File: src/rtl/snake_block_painter_pkg.sv
// -----------------------------------------------------------------------------
// snake_gfx_pkg
// Shared types and constants for the snake game block painter.
//   state_t     : painter FSM states
//   key_t       : latched block request {base x, base y, effective colour}
//   SCREEN_W/H  : visible screen size in pixels
//   BLOCK_LOG2  : log2 of the block edge (4x4 blocks)
// -----------------------------------------------------------------------------
package snake_gfx_pkg;

    localparam int SCREEN_W   = 160;
    localparam int SCREEN_H   = 120;
    localparam int BLOCK_LOG2 = 2;
    localparam int BLOCK_EDGE = 1 << BLOCK_LOG2;

    localparam logic [2:0] COLOUR_BLACK = 3'b000;

    typedef enum logic [2:0] {
        IDLE       = 3'd0,
        PAINT      = 3'd1,
        HOLD       = 3'd2,
        CLEAR      = 3'd3,
        CLEAR_HOLD = 3'd4
    } state_t;

    typedef struct packed {
        logic [7:0] x;
        logic [6:0] y;
        logic [2:0] colour;
    } key_t;

endpackage

File: src/rtl/snake_block_painter_if.sv
// -----------------------------------------------------------------------------
// snake_block_painter_if
// Bundle between the game controller (master) and the block painter (slave).
//   Command side : x_count, y_count, colour, load_x, load_y, draw, erase,
//                  plot, restart_game (driven by the controller)
//   Pixel side   : vga_x, vga_y, vga_colour, vga_writeEn (to the VGA adapter)
//   Status       : busy, done, dbg_state (FSM state for observation)
//
// Handshake: the controller holds a request level-sensitive; the painter acts
// while the request stays asserted and unchanged, and pulses done for one
// cycle when a block or full clear completes. There is no per-pixel
// backpressure: vga_writeEn is a plain one-cycle write strobe.
// -----------------------------------------------------------------------------
interface snake_block_painter_if;
    import snake_gfx_pkg::*;

    logic [7:0] x_count;
    logic [6:0] y_count;
    logic [2:0] colour;
    logic       load_x;
    logic       load_y;
    logic       draw;
    logic       erase;
    logic       plot;
    logic       restart_game;

    logic [7:0] vga_x;
    logic [6:0] vga_y;
    logic [2:0] vga_colour;
    logic       vga_writeEn;
    logic       busy;
    logic       done;
    state_t     dbg_state;

    modport master (
        output x_count, y_count, colour, load_x, load_y, draw, erase, plot,
               restart_game,
        input  vga_x, vga_y, vga_colour, vga_writeEn, busy, done, dbg_state
    );

    modport slave (
        input  x_count, y_count, colour, load_x, load_y, draw, erase, plot,
               restart_game,
        output vga_x, vga_y, vga_colour, vga_writeEn, busy, done, dbg_state
    );

endinterface

File: src/rtl/snake_block_painter_xy_sweep_counter.sv
// -----------------------------------------------------------------------------
// xy_sweep_counter
// Row-major x/y counter with runtime limits. x is the inner count.
//   clk, rst_n    : clock, async active-low reset
//   clear         : synchronous return to (0,0), wins over step
//   step          : advance one position (wraps to (0,0) after (x_max,y_max))
//   x_max, y_max  : inclusive limits, may change between sweeps
//   x, y          : current position
//   last          : current position is (x_max, y_max)
// -----------------------------------------------------------------------------
module xy_sweep_counter (
    input  logic       clk,
    input  logic       rst_n,
    input  logic       clear,
    input  logic       step,
    input  logic [7:0] x_max,
    input  logic [6:0] y_max,
    output logic [7:0] x,
    output logic [6:0] y,
    output logic       last
);

    logic [7:0] x_q, x_d;
    logic [6:0] y_q, y_d;

    always_comb begin
        x_d = x_q;
        y_d = y_q;
        if (clear) begin
            x_d = '0;
            y_d = '0;
        end else if (step) begin
            if (x_q == x_max) begin
                x_d = '0;
                y_d = (y_q == y_max) ? '0 : y_q + 7'd1;
            end else begin
                x_d = x_q + 8'd1;
            end
        end
    end

    always_ff @(posedge clk or negedge rst_n) begin
        if (!rst_n) begin
            x_q <= '0;
            y_q <= '0;
        end else begin
            x_q <= x_d;
            y_q <= y_d;
        end
    end

    assign x    = x_q;
    assign y    = y_q;
    assign last = (x_q == x_max) && (y_q == y_max);

endmodule

File: src/rtl/snake_block_painter.sv
// -----------------------------------------------------------------------------
// snake_block_painter
// Turns held 4x4 block draw/erase requests into pixel writes for the VGA
// adapter, and clears the full 160x120 screen to black on restart_game.
//   CLOCK_50 : system clock
//   reset_n  : async active-low reset (all outputs and state to 0 / IDLE)
//   bus      : snake_block_painter_if.slave (command in, pixel writes out)
// All pixel outputs are registered: the pixel for counter position n is
// presented one cycle after the counter holds n.
// -----------------------------------------------------------------------------
module snake_block_painter
    import snake_gfx_pkg::*;
(
    input  logic                  CLOCK_50,
    input  logic                  reset_n,
    snake_block_painter_if.slave  bus
);

    state_t     state_q, state_d;
    key_t       key_q, key_d;
    logic [7:0] vga_x_q, vga_x_d;
    logic [6:0] vga_y_q, vga_y_d;
    logic [2:0] vga_colour_q, vga_colour_d;
    logic       vga_we_q, vga_we_d;
    logic       done_q, done_d;

    logic       req_blk, req_clr;
    logic [2:0] eff_colour;
    key_t       key_in;
    logic       key_changed;

    logic       cnt_clear, cnt_step, cnt_last;
    logic [7:0] cnt_x, cnt_x_max;
    logic [6:0] cnt_y, cnt_y_max;
    logic [8:0] blk_x;
    logic [7:0] blk_y;
    logic       blk_on_screen;

    // Erase wins over draw when both are raised.
    assign eff_colour  = bus.erase ? COLOUR_BLACK : bus.colour;
    assign key_in      = {bus.x_count, bus.y_count, eff_colour};
    assign key_changed = (key_in != key_q);

    assign req_clr = bus.plot & bus.restart_game;
    assign req_blk = bus.plot & bus.load_x & bus.load_y
                   & (bus.draw | bus.erase) & ~bus.restart_game;

    // The counter is always cleared on entry to PAINT/CLEAR, so selecting
    // the limits from the current state is enough.
    assign cnt_x_max = (state_q == CLEAR) ? 8'(SCREEN_W - 1) : 8'(BLOCK_EDGE - 1);
    assign cnt_y_max = (state_q == CLEAR) ? 7'(SCREEN_H - 1) : 7'(BLOCK_EDGE - 1);

    xy_sweep_counter u_sweep (
        .clk   (CLOCK_50),
        .rst_n (reset_n),
        .clear (cnt_clear),
        .step  (cnt_step),
        .x_max (cnt_x_max),
        .y_max (cnt_y_max),
        .x     (cnt_x),
        .y     (cnt_y),
        .last  (cnt_last)
    );

    // Widened sums so blocks near the right/bottom edge clip instead of wrap.
    assign blk_x         = {1'b0, key_q.x} + {7'd0, cnt_x[1:0]};
    assign blk_y         = {1'b0, key_q.y} + {6'd0, cnt_y[1:0]};
    assign blk_on_screen = (blk_x < 9'(SCREEN_W)) && (blk_y < 8'(SCREEN_H));

    // State register and output registers
    always_ff @(posedge CLOCK_50 or negedge reset_n) begin
        if (!reset_n) begin
            state_q      <= IDLE;
            key_q        <= '0;
            vga_x_q      <= '0;
            vga_y_q      <= '0;
            vga_colour_q <= '0;
            vga_we_q     <= 1'b0;
            done_q       <= 1'b0;
        end else begin
            state_q      <= state_d;
            key_q        <= key_d;
            vga_x_q      <= vga_x_d;
            vga_y_q      <= vga_y_d;
            vga_colour_q <= vga_colour_d;
            vga_we_q     <= vga_we_d;
            done_q       <= done_d;
        end
    end

    // Next-state logic
    always_comb begin
        state_d = state_q;
        case (state_q)
            IDLE: begin
                if (req_clr)      state_d = CLEAR;
                else if (req_blk) state_d = PAINT;
            end
            PAINT: begin
                if (req_clr)           state_d = CLEAR;
                else if (!req_blk)     state_d = IDLE;
                else if (key_changed)  state_d = PAINT;
                else if (cnt_last)     state_d = HOLD;
            end
            HOLD: begin
                if (req_clr)                      state_d = CLEAR;
                else if (!req_blk || key_changed) state_d = IDLE;
            end
            CLEAR: begin
                if (!req_clr)      state_d = IDLE;
                else if (cnt_last) state_d = CLEAR_HOLD;
            end
            CLEAR_HOLD: begin
                if (!req_clr) state_d = IDLE;
            end
            default: state_d = IDLE;
        endcase
    end

    // Output / datapath control
    always_comb begin
        key_d        = key_q;
        cnt_clear    = 1'b0;
        cnt_step     = 1'b0;
        vga_x_d      = vga_x_q;
        vga_y_d      = vga_y_q;
        vga_colour_d = vga_colour_q;
        vga_we_d     = 1'b0;
        done_d       = 1'b0;
        case (state_q)
            IDLE: begin
                cnt_clear = 1'b1;
                if (req_blk) key_d = key_in;
            end
            PAINT: begin
                if (req_clr || !req_blk) begin
                    cnt_clear = 1'b1;
                end else if (key_changed) begin
                    // Restart on the new block; this slot writes nothing.
                    key_d     = key_in;
                    cnt_clear = 1'b1;
                end else begin
                    vga_x_d      = blk_x[7:0];
                    vga_y_d      = blk_y[6:0];
                    vga_colour_d = key_q.colour;
                    vga_we_d     = blk_on_screen;
                    done_d       = cnt_last;
                    cnt_step     = 1'b1;
                end
            end
            CLEAR: begin
                if (req_clr) begin
                    vga_x_d      = cnt_x;
                    vga_y_d      = cnt_y;
                    vga_colour_d = COLOUR_BLACK;
                    vga_we_d     = 1'b1;
                    done_d       = cnt_last;
                    cnt_step     = 1'b1;
                end else begin
                    cnt_clear = 1'b1;
                end
            end
            default: begin
                cnt_clear = 1'b1;
            end
        endcase
    end

    assign bus.vga_x       = vga_x_q;
    assign bus.vga_y       = vga_y_q;
    assign bus.vga_colour  = vga_colour_q;
    assign bus.vga_writeEn = vga_we_q;
    assign bus.done        = done_q;
    assign bus.busy        = (state_q == PAINT) || (state_q == CLEAR);
    assign bus.dbg_state   = state_q;

endmodule

File: src/flat_wrapper.sv
// flat-port wrapper written by rule: the top's interface ports become plain ports
module snake_block_painter_flat import snake_gfx_pkg::*;
  (CLOCK_50, reset_n, bus_x_count, bus_y_count, bus_colour, bus_load_x, bus_load_y, bus_draw, bus_erase, bus_plot, bus_restart_game, bus_vga_x, bus_vga_y, bus_vga_colour, bus_vga_writeEn, bus_busy, bus_done, bus_dbg_state);
  snake_block_painter_if bus_i ();
  input  logic CLOCK_50;
  input  logic reset_n;
  input wire logic [$bits(bus_i.x_count)-1:0] bus_x_count;
  input wire logic [$bits(bus_i.y_count)-1:0] bus_y_count;
  input wire logic [$bits(bus_i.colour)-1:0] bus_colour;
  input wire logic [$bits(bus_i.load_x)-1:0] bus_load_x;
  input wire logic [$bits(bus_i.load_y)-1:0] bus_load_y;
  input wire logic [$bits(bus_i.draw)-1:0] bus_draw;
  input wire logic [$bits(bus_i.erase)-1:0] bus_erase;
  input wire logic [$bits(bus_i.plot)-1:0] bus_plot;
  input wire logic [$bits(bus_i.restart_game)-1:0] bus_restart_game;
  output wire logic [$bits(bus_i.vga_x)-1:0] bus_vga_x;
  output wire logic [$bits(bus_i.vga_y)-1:0] bus_vga_y;
  output wire logic [$bits(bus_i.vga_colour)-1:0] bus_vga_colour;
  output wire logic [$bits(bus_i.vga_writeEn)-1:0] bus_vga_writeEn;
  output wire logic [$bits(bus_i.busy)-1:0] bus_busy;
  output wire logic [$bits(bus_i.done)-1:0] bus_done;
  output wire logic [$bits(bus_i.dbg_state)-1:0] bus_dbg_state;
  assign bus_i.x_count = bus_x_count;
  assign bus_i.y_count = bus_y_count;
  assign bus_i.colour = bus_colour;
  assign bus_i.load_x = bus_load_x;
  assign bus_i.load_y = bus_load_y;
  assign bus_i.draw = bus_draw;
  assign bus_i.erase = bus_erase;
  assign bus_i.plot = bus_plot;
  assign bus_i.restart_game = bus_restart_game;
  assign bus_vga_x = bus_i.vga_x;
  assign bus_vga_y = bus_i.vga_y;
  assign bus_vga_colour = bus_i.vga_colour;
  assign bus_vga_writeEn = bus_i.vga_writeEn;
  assign bus_busy = bus_i.busy;
  assign bus_done = bus_i.done;
  assign bus_dbg_state = bus_i.dbg_state;
  snake_block_painter u_core (.CLOCK_50(CLOCK_50), .reset_n(reset_n), .bus(bus_i));
endmodule
File: config.mk
export PLATFORM = sky130hd
export DESIGN_NAME = snake_block_painter_flat
export DESIGN_NICKNAME = d
export VERILOG_FILES = /design/src/rtl/snake_block_painter_pkg.sv /design/src/rtl/snake_block_painter_if.sv /design/src/rtl/snake_block_painter_xy_sweep_counter.sv /design/src/rtl/snake_block_painter.sv /design/src/flat_wrapper.sv
export SDC_FILE = /design/constraint.sdc
export NUM_CORES = 1
export LEC_CHECK = 0
export ABC_CLOCK_PERIOD_IN_PS = 1850
export BUFFER_PORTS_ARGS = -buffer_cell sky130_fd_sc_hd__clkbuf_2
export CAP_MARGIN = 5
export CELL_PAD_IN_SITES_DETAIL_PLACEMENT = 1
export CELL_PAD_IN_SITES_GLOBAL_PLACEMENT = 1
export CORE_MARGIN = 2
export CORE_UTILIZATION = 40
export CTS_CLUSTER_DIAMETER = 30
export DETAILED_ROUTE_END_ITERATION = 7
export PLACE_DENSITY = 0.74
export SLEW_MARGIN = 0
export SYNTH_ARGS = -nofsm -noshare
export SYNTH_HDL_FRONTEND = slang
export SYNTH_SLANG_ARGS = --single-unit
File: constraint.sdc
create_clock -name CLOCK_50 -period 1.85 [get_ports CLOCK_50]
set_input_delay 0.185 -clock CLOCK_50 [delete_from_list [all_inputs] [get_ports CLOCK_50]]
set_output_delay 0.185 -clock CLOCK_50 [all_outputs]
set_load 0.02 [all_outputs]
==> qor.csv <==
stage,metric,value,unit
status,outcome,"complete, but fails checks",
status,failing checks,negative setup slack,
yosys,synth warn,0,
floorplanning,Initial Utilization,0.416,
final_layout,"commonest non-fill, non-tap cells in the layout","buf_4 (66), dfrtp_1 (53), clkbuf_2 (49)",
grt,vias in the first global route,3041,
placement,gp weighted congestion,0.841,
final_layout,n_diodes,0,
sta,part of the cycle the worst path needs,1.14,
grt,first-pass GRT wire length,15.5,mm
setup_path,critical path class,reg2reg,
floorplanning,DIE WIDTH,93.9,um
clock_network,Worst-path clk slew,0.10,ns
sta,Clock Skew,0.00680,ns
setup_path,worst path bufs/invs,0,
sta,Slew @ Worst Pin,0.853,ns
routing,post-DR wirelength/cell,21.7,um
final_layout,"most common cell after layout, fill and taps aside",buf_4,
grt,largest net degree at the start of global routing,31,
hold_path,HP Class,in2reg,
routing,DR iter-0 viols,130,
final_layout,Multi-input gate area,2100,um2
yosys,"Top FF cell, synth",dfrtp_1,
setup_path,"delay-heaviest family, CP",simple AND/OR/NAND/NOR gates,
power_and_ir_drop,leakage,2.27,nW
clock_network,H-tree Lvls,2,
final_layout,Layout Nets,465,
setup_path,"Slowest-stage cell, CP",or4_4,
clock_network,CTS max path bufs,2,
power_and_ir_drop,VDD IR-drop max,467,uV
clock_network,Num Clock Sinks,56,
clock_network,CTS Buf Count,5,
clock_network,Worst-Skew Late Latency,0.32,ns
routing,DRT Pass-1 Iters,4,
grt,initial antenna violation count,0,
yosys,register bit total from synthesis,56,
clock_network,clk root buf,clkbuf_8,
placement,PortBufs,49,
yosys,Post-Syn Nets,346,
final_layout,fin area,4720,um2
grt,GRT Overall Usage,0.228,
setup_path,"Largest stage delay, worst path",0.54,ns
floorplanning,Ports,50,
sta,unrepaired setup endpoints after global routing,true,
yosys,ys async rst share,1.00,
sta,Final Hold Vio Count,0,
routing,Vias,2933,
routing,via/cell ratio,5.49,
setup_path,crit-path max FO,5,
final_layout,post-layout util,0.608,
sta,fmax,476,MHz
placement,Setup WS pre-CTS,-0.266,ns
setup_path,critical path cell sequence,or4_4 > mux2i_2 > and3_4 > nand4_1 > or3_4 > a21oi_2,
yosys,synthesized area per cell,10.4,um2
floorplanning,die height,93.9,um
power_and_ir_drop,pwr/cell area,811,nW/um2
setup_path,critical path startpoint category,flop,
final_layout,Layout Area Growth over Synthesis,46.0,%
floorplanning,die area,8820,um2
yosys,synthesized cell area,3230,um2
routing,drt total wl,11.6,mm
sta,Tmin final,2.10,ns
placement,HPWL Detailed,6.76,mm
clock_network,CTS tree,built,
yosys,Cell variety after synth,47,
final_layout,Register Area,1410,um2
final_layout,Fillers,850,
grt,"Remaining Overflow, GRT",0,
run,maxcap violations,0,
routing,drt drc,0,
sta,worst setup margin,-0.253,ns
yosys,Post-synth EDFFs,0,
placement,dpl cells,510,
setup_path,R2R setup slack,-0.25,ns
sta,"Setup violations, final",56,
sta,"Slew Viols, Final",0,
setup_path,CP arrival,2.36,ns
floorplanning,core area,7770,um2
yosys,"Seq/Total Area, Yosys",0.433,
sta,Rel. slew slack,0.431,
yosys,Cells after Synth,312,
final_layout,share of layout cells above drive strength 1,0.516,
floorplanning,# rows,32,
placement,placed cell areas,4090,um2
setup_path,Setup crit end kind,flop,
routing,Post-DRT Antenna Nets,0,
setup_path,Crit path required time,2.11,ns
final_layout,Layout Cells excl Fill,534,
[logic make-up (layout without fill, tap and decap cells)]
group	after synthesis	count (layout)	synth area share
compound gates	33	33	0.0720
xor+xnor	34	34	0.0921
fa+ha+maj	8	8	0.0356
buf+inv	29	149	0.0402
flops	56	56	0.433
mux	40	40	0.147
simple gates	112	112	0.179
[metrics by stage]
step	setup TNS, ns	total power, W	hold slack (ns)
after floorplan	-2.30	0.00239	-0.111
after global placement	-6.14	0.00286	0.315
after detailed placement	-7.67	0.00291	0.320
after CTS	-6.13	0.00367	0.127
after global routing	-15.28	0.00400	0.127
final	-9.48	0.00383	0.127
[power by group]
group / leakage (nW) / total, W / internal [W] / switching, W
registers: 0.723 / 0.00163 / 0.00145 / 0.000180
clock network: 0.0455 / 0.000720 / 0.000307 / 0.000413
logic: 1.50 / 0.00147 / 0.000714 / 0.000761
total: 2.27 / 0.00383 / 0.00247 / 0.00135
[worst paths after layout]
| path | from | endpoint | depth (start not counted) |
|---|---|---|---|
| worst max-delay path | u_core.u_sweep.x[2] | u_core.u_sweep.y[3] | 6 |
| worst min-delay path | bus_y_count[6] | u_core.key_q[9] | 2 |
| max in group asynchronous | reset_n | u_core.bus.vga_colour[0] | 3 |
| worst max register to register | u_core.u_sweep.x[2] | u_core.u_sweep.y[3] | 6 |
| min in group asynchronous | reset_n | u_core.bus.vga_y[3] | 2 |
| worst min register to register | u_core.bus.vga_x[4] | u_core.bus.vga_x[4] | 1 |
[metal layers]
layer  vias to the layer above  global-route usage  routed length (um)
li1                       1327                   -                   -
met3                        28              0.0241                 337
met2                        73               0.406                6130
met4                         0              0.0785                 321
met5                         -                   0                   0
met1                      1505               0.288                4780
[worst reg2reg max path: stages, from the launching register on]
cell	delay (ns)
dfrtp_1	0.40
or4_4	0.54
mux2i_2	0.19
and3_4	0.26
nand4_1	0.15
or3_4	0.40
a21oi_2	0.12
[cell type report]
class	count	share of cell area
inverters	13	0.0103
flip-flops and latches	56	0.298
well taps	102	0.0270
clock buffers	8	0.0191
multi-input cells	227	0.444
repair buffers	128	0.201
[synth_stat cells, drive strengths merged, types with 2 or more instances]
cell type / count / share of area
dfrtp: 56 / 0.43
mux2: 31 / 0.12
nand2: 27 / 0.032
nor2: 23 / 0.027
xnor2: 20 / 0.054
nand3: 14 / 0.022
xor2: 14 / 0.038
inv: 13 / 0.015
buf: 11 / 0.019
nor3: 10 / 0.015
mux2i: 9 / 0.028
o21ai: 9 / 0.014
nand4: 8 / 0.015
nor2b: 8 / 0.015
a21oi: 7 / 0.011
ha: 6 / 0.023
and3: 5 / 0.010
clkbuf: 5 / 0.0058
nand3b: 4 / 0.0093
a31oi: 3 / 0.010
nor3b: 3 / 0.0070
nor4: 3 / 0.010
o221ai: 3 / 0.0081
and2: 2 / 0.0039
and4: 2 / 0.0054
fa: 2 / 0.012
o311ai: 2 / 0.0054
or4: 2 / 0.0046
[flip-flops by register name, indices dropped and copies added, names as in the netlist]
name	cells
u_core.bus.vga_y	7
u_core.u_sweep.x	8
u_core.key_q	18
u_core.bus.vga_colour	3
u_core.bus.vga_x	8
u_core.bus.done	1
u_core.bus.dbg_state	3
u_core.u_sweep.y	7
u_core.bus.vga_writeEn	1
[timing repair]
| item | 4_1_cts | 5_1_grt |
|---|---|---|
| cloned | 0 | 2 |
| hold endpoints to repair | 28 | 0 |
| hold buffers | 1 | 0 |
| setup buffers | 9 | 6 |
| gates resized for setup | 32 | 49 |
| pin swaps | 15 | 22 |
| setup endpoints to repair | 54 | 56 |
Note: power is estimated with default switching activity, not from simulation.
